## src/rtl/logc_pkg.sv

```systemverilog
// logc_pkg: shared widths, default config, correction table and stage payload for logc_mc
package logc_pkg;
  localparam int DATA_W = 48;
  localparam int CH_W = 3;
  localparam int FRAC_W = 8;
  localparam int EXP_W = 6;
  localparam int LOG_W = EXP_W + FRAC_W + 1;
  localparam int GAIN_W = 12;
  localparam int GAIN_FR = 8;
  localparam int OUT_W = 8;
  localparam int CNT_W = 16;
  localparam int PAY_W = LOG_W + GAIN_W - GAIN_FR;
  localparam logic [GAIN_W-1:0] GAIN_DEF = GAIN_W'(1 << GAIN_FR);
  localparam logic [LOG_W:0] OFFSET_DEF = '0;
  localparam logic CORR_DEF = 1'b0;
  localparam logic [7:0] LOGC_CORR [16] = '{
    8'd3, 8'd9, 8'd14, 8'd17, 8'd20, 8'd21, 8'd22, 8'd22,
    8'd21, 8'd20, 8'd18, 8'd16, 8'd13, 8'd10, 8'd6, 8'd2
  };
  typedef struct packed {
    logic [PAY_W-1:0] data;
    logic [CH_W-1:0] ch;
    logic first;
    logic floor;
    logic clip;
    logic [GAIN_W-1:0] gain;
    logic [LOG_W:0] offset;
    logic corr;
  } pay_t;
  function automatic logic [PAY_W-1:0] corr_lut(input logic [3:0] k);
    return PAY_W'(LOGC_CORR[k]) << (FRAC_W - 8);
  endfunction
endpackage

```

## src/rtl/logc_lod.sv

```systemverilog
// logc_lod: leading-one index and the left-aligned bits just below it
module logc_lod #(
  parameter int DW = 48,
  parameter int EW = 6,
  parameter int FW = 8
) (
  input  logic [DW-1:0] x,
  output logic [EW-1:0] e,
  output logic [FW-1:0] m
);
  always_comb begin
    e = '0;
    for (int i = 0; i < DW; i++)
      if (x[i]) e = EW'(i);
    m = FW'({x, {FW{1'b0}}} >> e);
  end
endmodule

```

## src/rtl/logc_mc.sv

```systemverilog
// logc_mc: four-stage handshaked log compressor, per-frame config shadowing and clip counting
module logc_mc
  import logc_pkg::*;
#(
  parameter int DATA_WIDTH = DATA_W,
  parameter int CHANNELS = 8,
  parameter int CH_WIDTH = $clog2(CHANNELS),
  parameter int FRAC_WIDTH = FRAC_W,
  parameter int EXP_WIDTH = $clog2(DATA_WIDTH),
  parameter int LOG_WIDTH = EXP_WIDTH + FRAC_WIDTH + 1,
  parameter int GAIN_WIDTH = GAIN_W,
  parameter int GAIN_FRAC = GAIN_FR,
  parameter int OUT_WIDTH = OUT_W,
  parameter logic [DATA_WIDTH-1:0] MIN_THRESHOLD = '0,
  parameter int CNT_WIDTH = CNT_W
) (
  input  logic                  clk,
  input  logic                  reset,
  input  logic                  in_valid,
  output logic                  in_ready,
  input  logic [DATA_WIDTH-1:0] in_data,
  input  logic [CH_WIDTH-1:0]   in_ch,
  input  logic                  in_first,
  output logic                  out_valid,
  input  logic                  out_ready,
  output logic [OUT_WIDTH-1:0]  out_data,
  output logic [CH_WIDTH-1:0]   out_ch,
  output logic                  out_first,
  output logic                  out_clip,
  input  logic [GAIN_WIDTH-1:0] cfg_gain,
  input  logic [LOG_WIDTH:0]    cfg_offset,
  input  logic                  cfg_corr_en,
  output logic [CNT_WIDTH-1:0]  clip_count
);
  localparam logic signed [PAY_W+1:0] VMAX = (PAY_W+2)'((1 << OUT_WIDTH) - 1);
  logic [3:0] vld;
  pay_t st [4];
  pay_t n [4];
  logic [GAIN_WIDTH-1:0] sh_gain;
  logic [LOG_WIDTH:0] sh_off;
  logic sh_corr;
  logic [EXP_WIDTH-1:0] e;
  logic [FRAC_WIDTH-1:0] m;
  logic [PAY_W+GAIN_WIDTH-1:0] prod;
  logic signed [PAY_W+1:0] vv;
  logic advance;
  assign advance = !out_valid || out_ready;
  assign in_ready = advance;
  assign out_valid = vld[3];
  assign out_data = st[3].data[OUT_WIDTH-1:0];
  assign out_ch = st[3].ch;
  assign out_first = st[3].first;
  assign out_clip = st[3].clip;
  logc_lod #(.DW(DATA_WIDTH), .EW(EXP_WIDTH), .FW(FRAC_WIDTH)) u_lod (.x(in_data), .e(e), .m(m));
  always_comb begin
    n[0] = '0;
    n[0].data = PAY_W'({e, m});
    n[0].ch = in_ch;
    n[0].first = in_first;
    n[0].floor = (in_data <= MIN_THRESHOLD) || (in_data == '0);
    n[0].gain = in_first ? cfg_gain : sh_gain;
    n[0].offset = in_first ? cfg_offset : sh_off;
    n[0].corr = in_first ? cfg_corr_en : sh_corr;
    n[1] = st[0];
    n[1].data = st[0].floor ? '0 : st[0].data + (st[0].corr ? corr_lut(st[0].data[FRAC_WIDTH-1 -: 4]) : '0);
    n[2] = st[1];
    prod = {{GAIN_WIDTH{1'b0}}, st[1].data} * {{PAY_W{1'b0}}, st[1].gain};
    n[2].data = PAY_W'(prod >> GAIN_FRAC);
    n[3] = st[2];
    vv = $signed({2'b00, st[2].data}) - $signed({{(PAY_W+1-LOG_WIDTH){st[2].offset[LOG_WIDTH]}}, st[2].offset});
    n[3].clip = !st[2].floor && (vv > VMAX);
    n[3].data = (st[2].floor || vv < 0) ? '0 : n[3].clip ? PAY_W'(VMAX) : PAY_W'(vv);
  end
  always_ff @(posedge clk) begin
    if (reset) begin
      vld <= '0;
      st <= '{default: '0};
      sh_gain <= GAIN_DEF;
      sh_off <= OFFSET_DEF;
      sh_corr <= CORR_DEF;
      clip_count <= '0;
    end else begin
      if (advance) begin
        vld <= {vld[2:0], in_valid};
        st <= n;
      end
      if (in_valid && advance && in_first) begin
        sh_gain <= cfg_gain;
        sh_off <= cfg_offset;
        sh_corr <= cfg_corr_en;
      end
      // a frame's first result restarts the count with its own clip
      if (out_valid && out_ready)
        clip_count <= out_first ? CNT_WIDTH'(out_clip) :
                      (out_clip && !(&clip_count)) ? clip_count + 1'b1 : clip_count;
    end
  end
endmodule

```

## config.mk

```make
export PLATFORM = sky130hd
export DESIGN_NAME = logc_mc
export DESIGN_NICKNAME = d
export VERILOG_FILES = /design/src/rtl/logc_pkg.sv /design/src/rtl/logc_lod.sv /design/src/rtl/logc_mc.sv
export SDC_FILE = /design/constraint.sdc
export NUM_CORES = 1
export LEC_CHECK = 0
export ABC_AREA = 1
export CAP_MARGIN = 20
export CELL_PAD_IN_SITES_DETAIL_PLACEMENT = 0
export CELL_PAD_IN_SITES_GLOBAL_PLACEMENT = 1
export CORE_ASPECT_RATIO = 0.9
export CORE_MARGIN = 1.5
export CORE_UTILIZATION = 47
export CTS_CLUSTER_SIZE = 10
export DETAILED_ROUTE_END_ITERATION = 8
export HOLD_SLACK_MARGIN = 0.02
export PLACE_DENSITY_LB_ADDON = 0.1
export SLEW_MARGIN = 10
export SYNTH_ARGS = -nofsm -noshare
export SYNTH_HDL_FRONTEND = slang
export SYNTH_SLANG_ARGS = --single-unit
```

## constraint.sdc

```tcl
create_clock -name clk -period 14.6 [get_ports clk]
set_input_delay 2.19 -clock clk [delete_from_list [all_inputs] [get_ports clk]]
set_output_delay 2.19 -clock clk [all_outputs]
set_load 0.1 [all_outputs]
```

==> results.sh, run 1 <==
export IMPL_slowest_stage="clkdlybuf4s50_1"
export IMPL_rsz0062_at_grt="false"
export IMPL_cts_root_buf="clkbuf_16"
export IMPL_layout_drive_gt1_share=0.0302
export IMPL_syn_avg_cell_area_um2=6.88
export IMPL_ioPinCount=116
export IMPL_critPathKind="primary input to output pin"
export IMPL_clk_latency_ns=0.45
export IMPL_synth_compound_area_share=0.126
export IMPL_drc=0
export IMPL_status="finished, final reports clean"
export IMPL_die_width_um=200
export IMPL_routed_wirelength_um=43300
export IMPL_path_max_fanout=88
export IMPL_maxCapViolations=0
export IMPL_ys_seq_area_frac=0.241
export IMPL_crit_top_cell="clkdlybuf4s50_1"
export IMPL_numCtsBuffers=17
export IMPL_worst_slack_ns=7.72
export IMPL_drtIter0Drc=1104
export IMPL_endpoint_kind="output pin"
export IMPL_multiInputGateArea_um2=10500
export IMPL_clk_pin_slew_ns=0.09
export IMPL_antenna_cells=0
export IMPL_whs_ns=0.454
export IMPL_rr_endpoint="st[107]"
export IMPL_power_density_nw_per_um2=83.3
export IMPL_ant_nets=0
export IMPL_worstSetupStartpoint="out_ready"
export IMPL_dp_hpwl_um=32100
export IMPL_worstPathRequired_ns=12.41
export IMPL_area_growth_pct=11.6
export IMPL_nets=2711
export IMPL_busiest_layer="met1"
export IMPL_grt_pass1_vias=13900
export IMPL_synth_top_family_by_area="simple AND/OR/NAND/NOR gates"
export IMPL_fin_crit_sh=0.471
export IMPL_ctsHtreeMaxLevel=4
export IMPL_max_slew_worst_pin_slew_ns=1.05
export IMPL_fmax_ghz=0.145
export IMPL_drv_slew=0
export IMPL_cp_cell_sequence="clkdlybuf4s50_1 > nor2_4 > inv_4 > clkdlybuf4s50_1"
export IMPL_worstPathArrival_ns=4.69
export IMPL_fp_row_count=64
export IMPL_routabilityCongestion=0.876
export IMPL_cts_sink_count=198
export IMPL_max_stage_delay_ns=1.28
export IMPL_synthCells=2393
export IMPL_io_buffer_count=115
export IMPL_grt_max_degree=133
export IMPL_postLayoutCoreUtil=0.536
export IMPL_dr_pass1_iters=6
export IMPL_crit_end="in_ready"
export IMPL_chipHeight_um=181
export IMPL_hold_buffers=0
export IMPL_synthXorXnorAreaFrac=0.0197
export IMPL_grt_ovfl_total=0
export IMPL_yosysUniqueCellTypes=44
export IMPL_syn_num_nets=2700
export IMPL_use_met2=0.359
export IMPL_synthSimpleGateAreaFrac=0.262
export IMPL_dpl_worst_slack_ns=7.50
export IMPL_met3_usage=0.0277
export IMPL_synth_fa_ha_area_frac=0.228
export IMPL_hold_path_class="flop to flop"
export IMPL_reg2reg_depth=32
export IMPL_finalCriticalPeriod_ns=6.88
export IMPL_core_um2=34300
export IMPL_cts_tree="yes"
export IMPL_power_mw=1.53
export IMPL_ir_worst_vdd_v=0.000105
export IMPL_grtUsageMet1=0.378
export IMPL_clockBufferDepth=2
export IMPL_post_cts_buffers=0
export IMPL_netlist_area_leader_share=0.241
export IMPL_worstReg2RegStart="n[74]"
export IMPL_dr_total_vias=15000
export IMPL_yosysWarningCount=0
export IMPL_viasPerCell=5.22
export IMPL_grt_usage=0.244
export IMPL_grt_pass1_wl_um=72000
export IMPL_setup_violations_final=0
export IMPL_skew_ns=0.0133
export IMPL_antenna_found_initial=0
export IMPL_start_util=0.480
export IMPL_yosys_top_cells_area="dfxtp_1 (24%), fa_1 (16%), nand2_1 (14%)"
export IMPL_die_area_um2=36200
export IMPL_setup_tns_ns=0
export IMPL_cts_resized=0
export IMPL_synth_seq_cells=198
export IMPL_muxShareOfSynthArea=0
export IMPL_syn_area_um2=16500
export IMPL_relSlewSlack=0.295
export IMPL_synth_largest_area_cell="dfxtp_1"
export IMPL_finalHoldViolations=0
export IMPL_r2r_setup_slack_ns=7.89
export IMPL_leakage_nw=9.04
export IMPL_startpoint_type="primary input"
export IMPL_n_fill_cell=3509
export IMPL_post_drt_wl_per_cell_um=15.1
export IMPL_regArea_um2=3960
[registers in the layout, indices dropped and copies added (netlist names)]
name and count:
out_first 1, clip_count 16, out_clip 1, st 48, vld 4, out_ch 3
out_data 8, sh_gain 12, sh_corr 1, n 88, sh_off 16
[cells in the mapped netlist (all sizes together)]
| library cell | instances |
|---|---|
| inv | 369 |
| ha | 91 |
| a32o | 1 |
| a21o | 1 |
| o221ai | 1 |
| nor3b | 1 |
| nand3b | 3 |
| clkbuf | 109 |
| nand4 | 5 |
| clkinv | 3 |
| fa | 131 |
| o21a | 1 |
| a221o | 1 |
| a21boi | 3 |
| o211ai | 12 |
| a211oi | 7 |
| a31oi | 27 |
| nor4b | 1 |
| buf | 33 |
| a21oi | 131 |
| nor2 | 168 |
| o21ai | 170 |
| nand2 | 602 |
| nand3 | 238 |
| and2 | 1 |
| o21bai | 22 |
| nor3 | 15 |
| xor2 | 27 |
| nor4 | 6 |
| or2 | 5 |
| dfxtp | 198 |
| xnor2 | 10 |
[per-layer routing]
layer,vias to the layer above,routed length (um)
li1,7554,-
met1,7051,22600
met2,379,17900
met3,37,2300
met4,0,601
met5,-,0
[worst min-delay path by stage]
stage                  endpoint        start  cells after the start  slack [ns]
floorplan               sh_corr      sh_corr                      2        0.43
global placement     sh_off[15]   sh_off[15]                      2        0.44
detailed placement  sh_gain[11]  sh_gain[11]                      2        0.44
CTS                 sh_gain[11]  sh_gain[11]                      2        0.46
global route        sh_gain[11]  sh_gain[11]                      2        0.48
finish              sh_gain[11]  sh_gain[11]                      2        0.45
[through the flow]
stage / std cells / instance area [um^2]
finish: 2879 / 18400
global route: 2879 / 18400
CTS: 2878 / 18400
detailed placement: 2846 / 17700
global placement: 2845 / 17700
floorplan: 2393 / 16500
[cell families (layout without fill, tap and decap cells)]
logic type,count (synthesis),after routing
and+or+nand+nor,1045,1045
buffers and inverters,514,538
AOI/OAI and AO/OA,377,377
adders and majority gates,222,222
DFF,198,198
xor gates and xnor gates,37,37
[worst max-delay path: cells and delay by family]
| kind | cells | cell delay, ns |
|---|---|---|
| buffers and inverters | 3 | 2.39 |
| AND/OR/NAND/NOR | 1 | 0.06 |
[cell usage in the layout, fill, tap and decap left out, types with 12 or more instances in the layout]
| master | Yosys | routed |
|---|---|---|
| clkbuf_16 | 0 | 17 |
| a21oi_1 | 128 | 127 |
| o21ai_0 | 160 | 160 |
| dfxtp_1 | 198 | 198 |
| o211ai_1 | 12 | 12 |
| xor2_1 | 27 | 27 |
| nor3_1 | 15 | 15 |
| a31oi_1 | 27 | 27 |
| buf_4 | 12 | 17 |
| clkdlybuf4s50_1 | 0 | 114 |
| nor2_1 | 168 | 167 |
| ha_1 | 91 | 91 |
| nand2_1 | 599 | 599 |
| nand3_1 | 238 | 238 |
| inv_1 | 368 | 367 |
| fa_1 | 131 | 131 |
| o21bai_1 | 19 | 19 |
[cell type report]
cell class,instances,share of cell area
Multi-Input combinational cell,1681,0.571
Sequential cell,198,0.216
Clock inverter,15,0.0114
Tap cell,462,0.0314
Timing Repair Buffer,134,0.0716
Inverter,372,0.0762
Clock buffer,17,0.0231
[report_power, final]
group          leakage [nW]  switching (mW)  internal, mW
Clock                 0.303           0.260         0.240
Sequential             1.62          0.0449         0.576
Combinational          7.12           0.264         0.146
No activity file was read; power rests on OpenSTA's default activity.
==> run 2, diff against run 1 <==
- CORE_UTILIZATION: 47 -> 40
- clock period: 14.6 -> 6.2 ns (I/O delays scaled with it)
==> results.sh, run 2 (synthesis gave the netlist of run 1 again) <==
export IMPL_finalHoldViolations=0
export IMPL_ctsHtreeMaxLevel=4
export IMPL_io_buffer_count=115
export IMPL_numCtsBuffers=17
export IMPL_start_util=0.405
export IMPL_worstPathArrival_ns=6.13
export IMPL_power_density_nw_per_um2=192
export IMPL_reg2reg_depth=28
export IMPL_ir_worst_vdd_v=0.000149
export IMPL_finalCriticalPeriod_ns=5.78
export IMPL_post_cts_buffers=0
export IMPL_hold_path_class="flop to flop"
export IMPL_dpl_worst_slack_ns=0.0626
export IMPL_dr_total_vias=15000
export IMPL_fp_row_count=70
export IMPL_grt_ovfl_total=0
export IMPL_stdcell_count=2992
export IMPL_cts_tree="yes"
export IMPL_clk_pin_slew_ns=0.08
export IMPL_nets=2746
export IMPL_maxCapViolations=0
export IMPL_relSlewSlack=0.319
export IMPL_setup_violations_final=0
export IMPL_worst_slack_ns=0.418
export IMPL_routabilityCongestion=0.866
export IMPL_power_mw=3.61
export IMPL_place_inst=2958
export IMPL_dp_hpwl_um=35100
export IMPL_skew_ns=0.0130
export IMPL_cts_sink_count=198
export IMPL_core_um2=40600
export IMPL_grt_usage=0.226
export IMPL_fin_crit_sh=0.933
export IMPL_max_stage_delay_ns=0.56
export IMPL_ioPinCount=116
export IMPL_largest_reg_flops=88
export IMPL_fin_area_um2=18700
export IMPL_worst_path_buf_inv=4
export IMPL_antenna_cells=0
export IMPL_viasPerCell=5.01
export IMPL_area_growth_pct=13.9
export IMPL_endpoint_kind="flop"
export IMPL_drtIter0Drc=982
export IMPL_clockBufferDepth=2
export IMPL_n_fill_cell=4312
export IMPL_r2r_setup_slack_ns=0.42
export IMPL_placed_area_um2=18100
export IMPL_setup_tns_ns=0
export IMPL_ant_nets=0
export IMPL_antenna_found_initial=0
export IMPL_startpoint_type="flop"
export IMPL_status="finished, final reports clean"
export IMPL_layout_drive_gt1_share=0.0477
export IMPL_fmax_ghz=0.173
export IMPL_dr_pass1_iters=5
export IMPL_drc=0
export IMPL_post_drt_wl_per_cell_um=15.4
export IMPL_leakage_nw=9.22
export IMPL_max_slew_worst_pin_slew_ns=1.02
export IMPL_mostFrequentLayoutCell="nand2_1"
export IMPL_die_area_um2=42400
export IMPL_grt_max_degree=132
export IMPL_chipHeight_um=195
export IMPL_routed_wirelength_um=46100
export IMPL_slowest_stage="fa_1"
export IMPL_cts_root_buf="clkbuf_16"
export IMPL_whs_path_depth=2
export IMPL_clk_latency_ns=0.46
export IMPL_crit_family="adder cells"
export IMPL_grt_pass1_vias=14500
export IMPL_die_width_um=217
export IMPL_layout_common_cells="nand2_1 (599), inv_1 (367), nand3_1 (238), dfxtp_1 (194), nor2_1 (166)"
export IMPL_drv_slew=0
export IMPL_worstPathRequired_ns=6.55
export IMPL_grt_pass1_wl_um=76900
export IMPL_critPathKind="flop to flop"
export IMPL_cp_depth=28
export IMPL_path_max_fanout=6
run 2: changes by cell type in the layout (fill, tap and decap cells not counted), sizes merged:
cell,delta
clkbuf,+2
buf,+35
clkinvlp,+1
bufinv,+1
inv,-4
run 2: report_power, final:
group	internal [mW]	leakage, nW	switching, mW
sequential	1.36	1.62	0.0694
combinational	0.363	7.31	0.676
clock	0.585	0.288	0.555
total	2.31	9.22	1.30
run 2: metal layers:
layer | part of all wire | global-route usage
met1 | 0.54 | 0.355
met2 | 0.41 | 0.328
met3 | 0.042 | 0.0302
met4 | 0.0096 | 0.0404
met5 | 0 | 0
run 2: stage by stage:
stage,hold WS (ns),util
4_1_cts,0.455,0.460
3_3_place_gp,0.439,0.445
5_1_grt,0.479,0.461
3_5_place_dp,0.443,0.445
2_1_floorplan,0.429,-
6_report,0.461,0.461
run 2: layout make-up:
cell class / instances / area, um^2 / area share
Tap cell: 540 / 676 / 0.0360
Multi-Input combinational cell: 1681 / 10500 / 0.561
Clock inverter: 13 / 159 / 0.00848
Inverter: 372 / 1400 / 0.0747
Sequential cell: 198 / 3970 / 0.212
Clock buffer: 19 / 443 / 0.0236
Timing Repair Buffer: 169 / 1590 / 0.0847
run 2: repair_timing:
| item | CTS | global route |
|---|---|---|
| endpoints found under the setup margin | 0 | 8 |
| hold buffers | 0 | 0 |
| gates resized for setup | 0 | 12 |
run 2: worst paths after layout:
| check | from | to |
|---|---|---|
| max reg2reg | n[75] | st[107] |
| min | sh_off[15] | sh_off[15] |
| min reg2reg | sh_off[15] | sh_off[15] |
| max | n[75] | st[107] |
run 2: worst register-to-register path: cells and delay by family, from the launching register on:
| kind | cells | cell delay [ns] |
|---|---|---|
| AND/OR/NAND/NOR | 5 | 0.43 |
| adder cells (fa/ha/maj) | 6 | 2.64 |
| buffers and inverters | 4 | 0.32 |
| flip-flops | 1 | 0.36 |
| AO/OA/AOI/OAI | 13 | 1.92 |
==> run 3, diff against run 2 <==
- CTS_BUF_LIST: not set -> sky130_fd_sc_hd__clkbuf_16
==> results.sh, run 3 (synthesis gave the netlist of run 1 again) <==
export IMPL_dr_total_vias=15000
export IMPL_leakage_nw=9.22
export IMPL_largest_reg_flops=88
export IMPL_ant_nets=0
export IMPL_chipHeight_um=195
export IMPL_io_buffer_count=115
export IMPL_power_mw=3.59
export IMPL_finalHoldViolations=0
export IMPL_dpl_worst_slack_ns=0.0626
export IMPL_clk_pin_slew_ns=0.08
export IMPL_fin_crit_sh=0.933
export IMPL_numCtsBuffers=17
export IMPL_routed_wirelength_um=46100
export IMPL_relSlewSlack=0.319
export IMPL_grt_usage=0.226
export IMPL_setup_violations_final=0
export IMPL_fmax_ghz=0.173
export IMPL_cts_tree="yes"
export IMPL_max_slew_worst_pin_slew_ns=1.02
export IMPL_start_util=0.405
export IMPL_worstPathRequired_ns=6.55
export IMPL_die_width_um=217
export IMPL_antenna_found_initial=0
export IMPL_max_stage_delay_ns=0.56
export IMPL_endpoint_kind="flop"
export IMPL_viasPerCell=5.02
export IMPL_maxCapViolations=0
export IMPL_antenna_cells=0
export IMPL_cts_sink_count=198
export IMPL_skew_ns=0.0130
export IMPL_worst_slack_ns=0.418
export IMPL_power_density_nw_per_um2=192
export IMPL_postLayoutCoreUtil=0.461
export IMPL_path_max_fanout=6
export IMPL_ctsHtreeMaxLevel=4
export IMPL_grt_pass1_vias=14500
export IMPL_slowest_stage="fa_1"
export IMPL_setup_tns_ns=0
export IMPL_clk_latency_ns=0.46
export IMPL_layout_common_cells="nand2_1 (599), inv_1 (368), nand3_1 (238), dfxtp_1 (194), nor2_1 (166)"
export IMPL_layout_drive_gt1_share=0.0473
export IMPL_core_um2=40600
export IMPL_nets=2746
export IMPL_grt_max_degree=132
export IMPL_mostFrequentLayoutCell="nand2_1"
export IMPL_finalCriticalPeriod_ns=5.78
export IMPL_drc=0
export IMPL_critPathKind="flop to flop"
export IMPL_status="finished, final reports clean"
export IMPL_fp_row_count=70
export IMPL_routabilityCongestion=0.866
export IMPL_grt_pass1_wl_um=76900
export IMPL_ir_worst_vdd_v=0.000149
export IMPL_area_growth_pct=13.8
export IMPL_worstPathArrival_ns=6.13
export IMPL_clockBufferDepth=2
export IMPL_die_area_um2=42400
export IMPL_drtIter0Drc=981
export IMPL_startpoint_type="flop"
export IMPL_grt_ovfl_total=0
export IMPL_ioPinCount=116
export IMPL_post_drt_wl_per_cell_um=15.4
export IMPL_hold_path_class="flop to flop"
export IMPL_dr_pass1_iters=5
export IMPL_dp_hpwl_um=35100
export IMPL_drv_slew=0
export IMPL_cts_root_buf="clkbuf_16"
[run 3: changes by cell type in the layout (fill, tap and decap cells not counted), sizes merged]
cell	change
clkbuf	-2
clkinv	+1
inv	+1
[run 3: metal layers]
metal  vias up  wire length, um  GRT usage
met4         0              444     0.0404
met5         -                0          0
met2       292            18700      0.328
met1      7081            25000      0.355
li1       7630                -          -
met3        20             1930     0.0302
[run 3: where the power goes]
| group | internal, mW | switching [mW] |
|---|---|---|
| sequential | 1.36 | 0.0694 |
| clock | 0.571 | 0.554 |
| combinational | 0.363 | 0.676 |
[run 3: area by class of cell]
type                    count  area, um^2
well taps                 540         676
repair buffers            169        1590
clock buffers              17         425
flip-flops and latches    198        3970
clock inverters            15         166
fillers                  4315       21900
inverters                 372        1400
multi-input cells        1681       10500
[run 3: worst paths after layout]
check	start	endpoint	slack, ns	cells past startpoint
worst min-delay path	sh_off[15]	sh_off[15]	0.46	2
worst max-delay path	n[75]	st[107]	0.42	28
worst min register to register	sh_off[15]	sh_off[15]	0.46	2
worst max register to register	n[75]	st[107]	0.42	28
[run 3: repair_timing]
action	in CTS	in global routing
gates resized for setup	0	12
endpoints found under the setup margin	0	8
buffers inserted	0	0
hold buffers	0	0
[run 3: critical path: cells and delay by family (launching register included)]
family / cells / cell delay, ns
compound gates: 13 / 1.91
fa+ha+maj: 6 / 2.64
buf+inv: 4 / 0.32
flops: 1 / 0.36
simple gates: 5 / 0.42
[run 3: per-stage QoR]
stage | cell area [um^2] | hold WS (ns) | instances
6_report | 18700 | 0.461 | 2992
5_1_grt | 18700 | 0.479 | 2992
4_1_cts | 18700 | 0.455 | 2990
3_5_place_dp | 18100 | 0.443 | 2958
3_3_place_gp | 18100 | 0.439 | 2958
2_1_floorplan | 16500 | 0.429 | 2393
